===== src/rtl/tlc_lamp_guard_if.sv =====
// tlc_lamp_guard_if: colour inputs, operator clear and lamp/fault outputs of the lamp guard
interface tlc_lamp_guard_if;
  logic [1:0] highwaySignal;
  logic [1:0] farmSignal;
  logic       FaultClr;
  logic [2:0] hwLamp;
  logic [2:0] farmLamp;
  logic       fault;
  logic [2:0] faultCode;
  logic       faultHold;
  modport master (
    output highwaySignal, farmSignal, FaultClr,
    input  hwLamp, farmLamp, fault, faultCode, faultHold
  );
  modport slave (
    input  highwaySignal, farmSignal, FaultClr,
    output hwLamp, farmLamp, fault, faultCode, faultHold
  );
endinterface


===== src/rtl/tlc_lamp_guard.sv =====
// tlc_lamp_guard: drives the six lamps from the FSM colour codes and latches safety faults
module tlc_lamp_guard #(
  parameter int BLINK_HALF = 50000000,
  parameter int MIN_YELLOW = 150000000
) (
  input logic             Clk,
  input logic             Rst,
  tlc_lamp_guard_if.slave bus
);
  localparam int CW = BLINK_HALF > 1 ? $clog2(BLINK_HALF) : 1;
  localparam logic [CW-1:0] BLINK_TC = CW'(BLINK_HALF - 1);
  localparam logic [30:0] YD_MIN = 31'(MIN_YELLOW);
  localparam logic [1:0] GREEN = 2'b00, YELLOW = 2'b01, RED = 2'b10, ILLEGAL = 2'b11;
  localparam logic [2:0] LAMP_RED = 3'b100;
  typedef enum logic {NORMAL, FAULT} state_t;
  state_t        state_q, state_d;
  logic [1:0]    hw_prev_q, hw_prev_d, fm_prev_q, fm_prev_d;
  logic [30:0]   hw_yd_q, hw_yd_d, fm_yd_q, fm_yd_d;
  logic [CW-1:0] cnt_q, cnt_d;
  logic          phase_q, phase_d;
  logic [2:0]    code_q, code_d;
  logic [2:0]    hw_lamp_q, hw_lamp_d, fm_lamp_q, fm_lamp_d;
  logic [2:0]    hw_code, fm_code, viol;
  logic [1:0]    hw, fm;
  function automatic logic [2:0] decode(input logic [1:0] c);
    return {c == RED, c == YELLOW, c == GREEN};
  endfunction
  function automatic logic [2:0] road_check(input logic [1:0] c, input logic [1:0] p, input logic [30:0] yd);
    return (p == GREEN  && c == RED)                ? 3'd3 :
           (p == RED    && c == YELLOW)             ? 3'd4 :
           (p == YELLOW && c == RED && yd < YD_MIN) ? 3'd5 :
           (p == YELLOW && c == GREEN)              ? 3'd6 : 3'd0;
  endfunction
  function automatic logic [30:0] dwell(input logic [1:0] c, input logic [30:0] yd);
    return c != YELLOW ? '0 : (&yd ? yd : yd + 31'd1);
  endfunction
  assign hw = bus.highwaySignal;
  assign fm = bus.farmSignal;
  // Violation code of the current sample, lowest code wins when several apply
  always_comb begin
    hw_code = road_check(hw, hw_prev_q, hw_yd_q);
    fm_code = road_check(fm, fm_prev_q, fm_yd_q);
    viol = (hw == ILLEGAL || fm == ILLEGAL) ? 3'd1 :
           (hw != RED && fm != RED)         ? 3'd2 :
           (hw_code == 3'd0)                ? fm_code :
           (fm_code == 3'd0 || hw_code < fm_code) ? hw_code : fm_code;
  end
  // Next state: lamp decode and history in NORMAL, red flash until cleared in FAULT
  always_comb begin
    state_d   = state_q;
    hw_prev_d = hw_prev_q;
    fm_prev_d = fm_prev_q;
    hw_yd_d   = hw_yd_q;
    fm_yd_d   = fm_yd_q;
    cnt_d     = cnt_q;
    phase_d   = phase_q;
    code_d    = code_q;
    hw_lamp_d = hw_lamp_q;
    fm_lamp_d = fm_lamp_q;
    if (state_q == FAULT) begin
      if (bus.FaultClr) begin
        state_d   = NORMAL;
        code_d    = 3'd0;
        hw_prev_d = RED;
        fm_prev_d = RED;
        hw_yd_d   = '0;
        fm_yd_d   = '0;
        hw_lamp_d = LAMP_RED;
        fm_lamp_d = LAMP_RED;
      end else begin
        cnt_d     = cnt_q == BLINK_TC ? '0 : cnt_q + 1'b1;
        phase_d   = cnt_q == BLINK_TC ? ~phase_q : phase_q;
        hw_lamp_d = {phase_d, 2'b00};
        fm_lamp_d = {phase_d, 2'b00};
      end
    end else if (viol != 3'd0) begin
      state_d   = FAULT;
      code_d    = viol;
      cnt_d     = '0;
      phase_d   = 1'b1;
      hw_lamp_d = LAMP_RED;
      fm_lamp_d = LAMP_RED;
    end else begin
      hw_lamp_d = decode(hw);
      fm_lamp_d = decode(fm);
      hw_prev_d = hw;
      fm_prev_d = fm;
      hw_yd_d   = dwell(hw, hw_yd_q);
      fm_yd_d   = dwell(fm, fm_yd_q);
    end
  end
  // State and history registers, reset to solid red on both roads
  always_ff @(posedge Clk) begin
    if (Rst) begin
      state_q   <= NORMAL;
      hw_prev_q <= RED;
      fm_prev_q <= RED;
      hw_yd_q   <= '0;
      fm_yd_q   <= '0;
      cnt_q     <= '0;
      phase_q   <= 1'b1;
      code_q    <= 3'd0;
      hw_lamp_q <= LAMP_RED;
      fm_lamp_q <= LAMP_RED;
    end else begin
      state_q   <= state_d;
      hw_prev_q <= hw_prev_d;
      fm_prev_q <= fm_prev_d;
      hw_yd_q   <= hw_yd_d;
      fm_yd_q   <= fm_yd_d;
      cnt_q     <= cnt_d;
      phase_q   <= phase_d;
      code_q    <= code_d;
      hw_lamp_q <= hw_lamp_d;
      fm_lamp_q <= fm_lamp_d;
    end
  end
  assign bus.hwLamp    = hw_lamp_q;
  assign bus.farmLamp  = fm_lamp_q;
  assign bus.fault     = state_q == FAULT;
  assign bus.faultHold = state_q == FAULT;
  assign bus.faultCode = code_q;
endmodule


===== src/flat_wrapper.sv =====
// flat-port wrapper written by rule: the top's interface ports become plain ports
module tlc_lamp_guard_flat 
#(
  parameter int BLINK_HALF = 50000000,
  parameter int MIN_YELLOW = 150000000
)
  (Clk, Rst, bus_highwaySignal, bus_farmSignal, bus_FaultClr, bus_hwLamp, bus_farmLamp, bus_fault, bus_faultCode, bus_faultHold);
  tlc_lamp_guard_if bus_i ();
  input logic Clk;
  input logic Rst;
  input wire logic [$bits(bus_i.highwaySignal)-1:0] bus_highwaySignal;
  input wire logic [$bits(bus_i.farmSignal)-1:0] bus_farmSignal;
  input wire logic [$bits(bus_i.FaultClr)-1:0] bus_FaultClr;
  output wire logic [$bits(bus_i.hwLamp)-1:0] bus_hwLamp;
  output wire logic [$bits(bus_i.farmLamp)-1:0] bus_farmLamp;
  output wire logic [$bits(bus_i.fault)-1:0] bus_fault;
  output wire logic [$bits(bus_i.faultCode)-1:0] bus_faultCode;
  output wire logic [$bits(bus_i.faultHold)-1:0] bus_faultHold;
  assign bus_i.highwaySignal = bus_highwaySignal;
  assign bus_i.farmSignal = bus_farmSignal;
  assign bus_i.FaultClr = bus_FaultClr;
  assign bus_hwLamp = bus_i.hwLamp;
  assign bus_farmLamp = bus_i.farmLamp;
  assign bus_fault = bus_i.fault;
  assign bus_faultCode = bus_i.faultCode;
  assign bus_faultHold = bus_i.faultHold;
  tlc_lamp_guard #(.BLINK_HALF(BLINK_HALF), .MIN_YELLOW(MIN_YELLOW)) u_core (.Clk(Clk), .Rst(Rst), .bus(bus_i));
endmodule

===== config.mk =====
export PLATFORM = sky130hd
export DESIGN_NAME = tlc_lamp_guard_flat
export DESIGN_NICKNAME = d
export VERILOG_FILES = /design/src/rtl/tlc_lamp_guard_if.sv /design/src/rtl/tlc_lamp_guard.sv /design/src/flat_wrapper.sv
export SDC_FILE = /design/constraint.sdc
export NUM_CORES = 1
export LEC_CHECK = 0
export ABC_AREA = 1
export ABC_CLOCK_PERIOD_IN_PS = 2770
export CAP_MARGIN = 30
export CORE_UTILIZATION = 50
export DETAILED_ROUTE_END_ITERATION = 8
export HOLD_SLACK_MARGIN = 0.02
export PLACE_DENSITY_LB_ADDON = 0.05
export SYNTH_ARGS = -nofsm -noshare
export SYNTH_HDL_FRONTEND = slang
export SYNTH_SLANG_ARGS = --single-unit

===== constraint.sdc =====
create_clock -name Clk -period 2.77 [get_ports Clk]
set_input_delay 0.554 -clock Clk [delete_from_list [all_inputs] [get_ports Clk]]
set_output_delay 0.554 -clock Clk [all_outputs]
set_load 0.03 [all_outputs]

==> run metrics <==
Core Util, Final=0.7052; Avg WL per Cell=14.24 µm; CTS tree=done; Final Cycle Share=1.092; Filler cells=1216; vias=8156; FMAX=0.3307 GHz; CP Capture Type=flip-flop; final hold viol count=0; Critical Path Fanout Max=6; die area=14810 µm²; worst slew pin tran=0.5046 ns; Power Dens Cells=507.4 nW/µm²; top_reg_cell synth=dfxtp_1; max_cap viols=0; grt ovf=0; Layout area overhead=37.21%; min cycle time layout=3.023 ns; crit path launch=u_core.fm_yd_q[29]; Crit path max-delay family=simple AND/OR/NAND/NOR gates; Crit path largest cell delay=0.34 ns; vias in the first global route=7619; crit path kind=flip-flop to flip-flop; I/O pin total=18; critical path arrival=3.29 ns; HPWL after detailed placement=13300 µm; Routed Wire Length=22090 µm; slack of the critical path=-0.2535 ns; DR DRC count=0; worst IR drop on VDD=0.0003355 V; sequential element share of the synthesized area=0.2879; Avg Vias per Cell=5.259; first-pass GRT wire length=35500 µm; number of detailed-route iterations in the first pass=5; status=complete, but fails checks; pre-CTS setup slack=-0.8631 ns; fin. max-slew vios=0; largest net degree at the start of global routing=72; Final setup viols=97; clk buf depth=2; synthesized area per cell=6.003 µm²; Tot Pwr=4987 µW; GP Congestion=0.8791; Initial Utilization=0.5140; CTS root buffer=clkbuf_16; Buf/Inv on CP=5; leakage=0.004441 µW; ANT cells=0; Routed Antenna Nets=0; failing checks=setup timing; TritonCTS buffer count=9; Relative slew margins=0.6605; RSZ-0062 raised after global routing=true; non-filler instance count after layout=1551; Global Route Usage Sum=0.2991; number of flops mapped to enable cells by yosys=0; Synth Net Count=1204; Hold Path Origin=bus_farmSignal[1]; synth warn=0; Cell Rows=43; Worst setup SP type=flip-flop; hold crit path type=primary input to flip-flop; slowest library cell on the worst path=dfxtp_2; DRT iter0 DRCs=673; Post-synth ARST share=0; placed cells=1494; Reg2Reg Launch Point=u_core.fm_yd_q[29]; Die W=121.7 µm; synthesis-stage register bit count=103; initial antenna violation count=0; Distinct cells, synth=47; CTS Hold Bufs=0; Num Clock Sinks=103; Nets=1377; H-tree depth=3; Core Box Area=13930 µm²; worst skew pair latency=0.37 ns; clk_skew=0.01295 ns; Die Y=121.7 µm; Mapped Area=7162 µm²; Reg clk slew, reported paths=0.08 ns; layout cells sized above 1=0.2794; cells after synthesis=1193; Buffers on Ports=17; Required @ worst endpoint=3.04 ns
placed cells by master (no fill, tap or decap), types with 13 or more instances in the layout:
cell type / netlist / layout
a21oi_1: 39 / 32
o21ai_0: 41 / 37
nand3_1: 103 / 99
inv_1: 174 / 159
nor3_1: 33 / 32
buf_6: 10 / 15
nand2_2: 5 / 41
buf_4: 9 / 155
dfxtp_1: 103 / 91
nand2_1: 307 / 263
clkbuf_16: 0 / 15
nor2_2: 19 / 34
clkdlybuf4s50_1: 0 / 13
inv_2: 15 / 28
nand4_1: 77 / 77
nor2_1: 148 / 125
metrics by stage:
| step | area (µm²) | hold slack, ns | TNS [ns] |
|---|---|---|---|
| detailed placement | 8517 | 0.4683 | -77.80 |
| floorplan | 7242 | 0.4518 | -0.3471 |
| finish | 9827 | 0.4500 | -16.96 |
| CTS | 9573 | 0.4807 | -15.85 |
| global route | 9827 | 0.4573 | -41.07 |
| global placement | 8517 | 0.4647 | -70.75 |
per-layer routing:
layer / share of wire / wire length [µm] / track usage / up-vias
met2: 0.48 / 10670 / 0.5252 / 221
met3: 0.057 / 1265 / 0.05431 / 34
met5: 0 / 0 / 0 / -
met1: 0.44 / 9721 / 0.3684 / 3692
met4: 0.020 / 433 / 0.09259 / 0
li1: - / - / - / 4209
kinds of logic after synthesis:
| logic type | after synthesis | share of synthesized area |
|---|---|---|
| AOI/OAI and AO/OA | 107 | 0.08386 |
| xor gates and xnor gates | 9 | 0.01101 |
| adders and majority gates | 4 | 0.006988 |
| buffers and inverters | 239 | 0.1426 |
| DFF | 103 | 0.2879 |
| and+or+nand+nor | 731 | 0.4677 |
power by group:
| part | internal, µW | total (µW) | switching, µW |
|---|---|---|---|
| clock network | 823 | 1460 | 633 |
| logic | 839 | 1810 | 973 |
| registers | 1620 | 1720 | 98.8 |
worst reg2reg max path, delay by kind of cell, from the launching register on:
kind,cells,cell delay (ns)
buffers and inverters,5,0.58
flip-flops,1,0.34
adder cells (fa/ha/maj),1,0.27
AND/OR/NAND/NOR,22,1.74
cells in the mapped netlist (3+ instances only):
cell      count  share of area
nand4_2       3         0.0052
o22ai_1       3         0.0026
xor2_1        9          0.011
nor3b_1       3         0.0031
buf_2        12         0.0084
inv_2        15         0.0079
o211ai_1      8         0.0084
inv_1       174          0.091
nand2_2       5         0.0044
a21oi_1      39          0.027
a31oi_1       4         0.0035
o21ai_0      41          0.029
nand2_1     307           0.16
dfxtp_1     103           0.29
buf_4         9         0.0094
nor2_1      148          0.078
nor2_2       19          0.017
ha_1          4         0.0070
nand3_1     103          0.072
buf_6        10          0.016
nand3b_1      3         0.0031
clkbuf_1     17         0.0089
nor3_2        3         0.0042
nand4_1      77          0.067
or2_2        10         0.0087
nor4_1        6         0.0052
nor3_1       33          0.023
flip-flops by register name, summed over array words and instances, names as in the netlist:
register,count
u_core.fm_prev_q,2
u_core.bus.faultCode,3
u_core.hw_prev_q,2
u_core.phase_q,1
u_core.bus.fault,1
u_core.bus.farmLamp,3
u_core.bus.hwLamp,3
u_core.fm_yd_q,31
u_core.cnt_q,26
u_core.hw_yd_q,31
final timing paths:
kind / to / slack, ns / depth (start not counted)
min reg2reg: u_core.bus.faultCode[2] / 0.48 / 2
max reg2reg: u_core.fm_yd_q[20] / -0.25 / 28
min: u_core.bus.farmLamp[0] / 0.45 / 2
max: u_core.fm_yd_q[20] / -0.25 / 28
what timing repair did:
| item | CTS | global route |
|---|---|---|
| gates resized for setup | 108 | 70 |
| setup buffers | 27 | 6 |
| endpoints found under the setup margin | 103 | 103 |
| pin swaps | 47 | 44 |
| cloned | 10 | 6 |
final cells by class:
cell class | instances | area, µm² | share of cell area
sequential | 103 | 2077 | 0.2114
timing repair buffer | 210 | 1992 | 0.2027
clock buffer | 10 | 239.0 | 0.02432
inverter | 190 | 732.0 | 0.07448
clock inverter | 6 | 91.34 | 0.009295
multi-input combinational | 852 | 4471 | 0.4549
tap | 180 | 225.2 | 0.02292
Note: power is estimated with default switching activity, not from simulation.
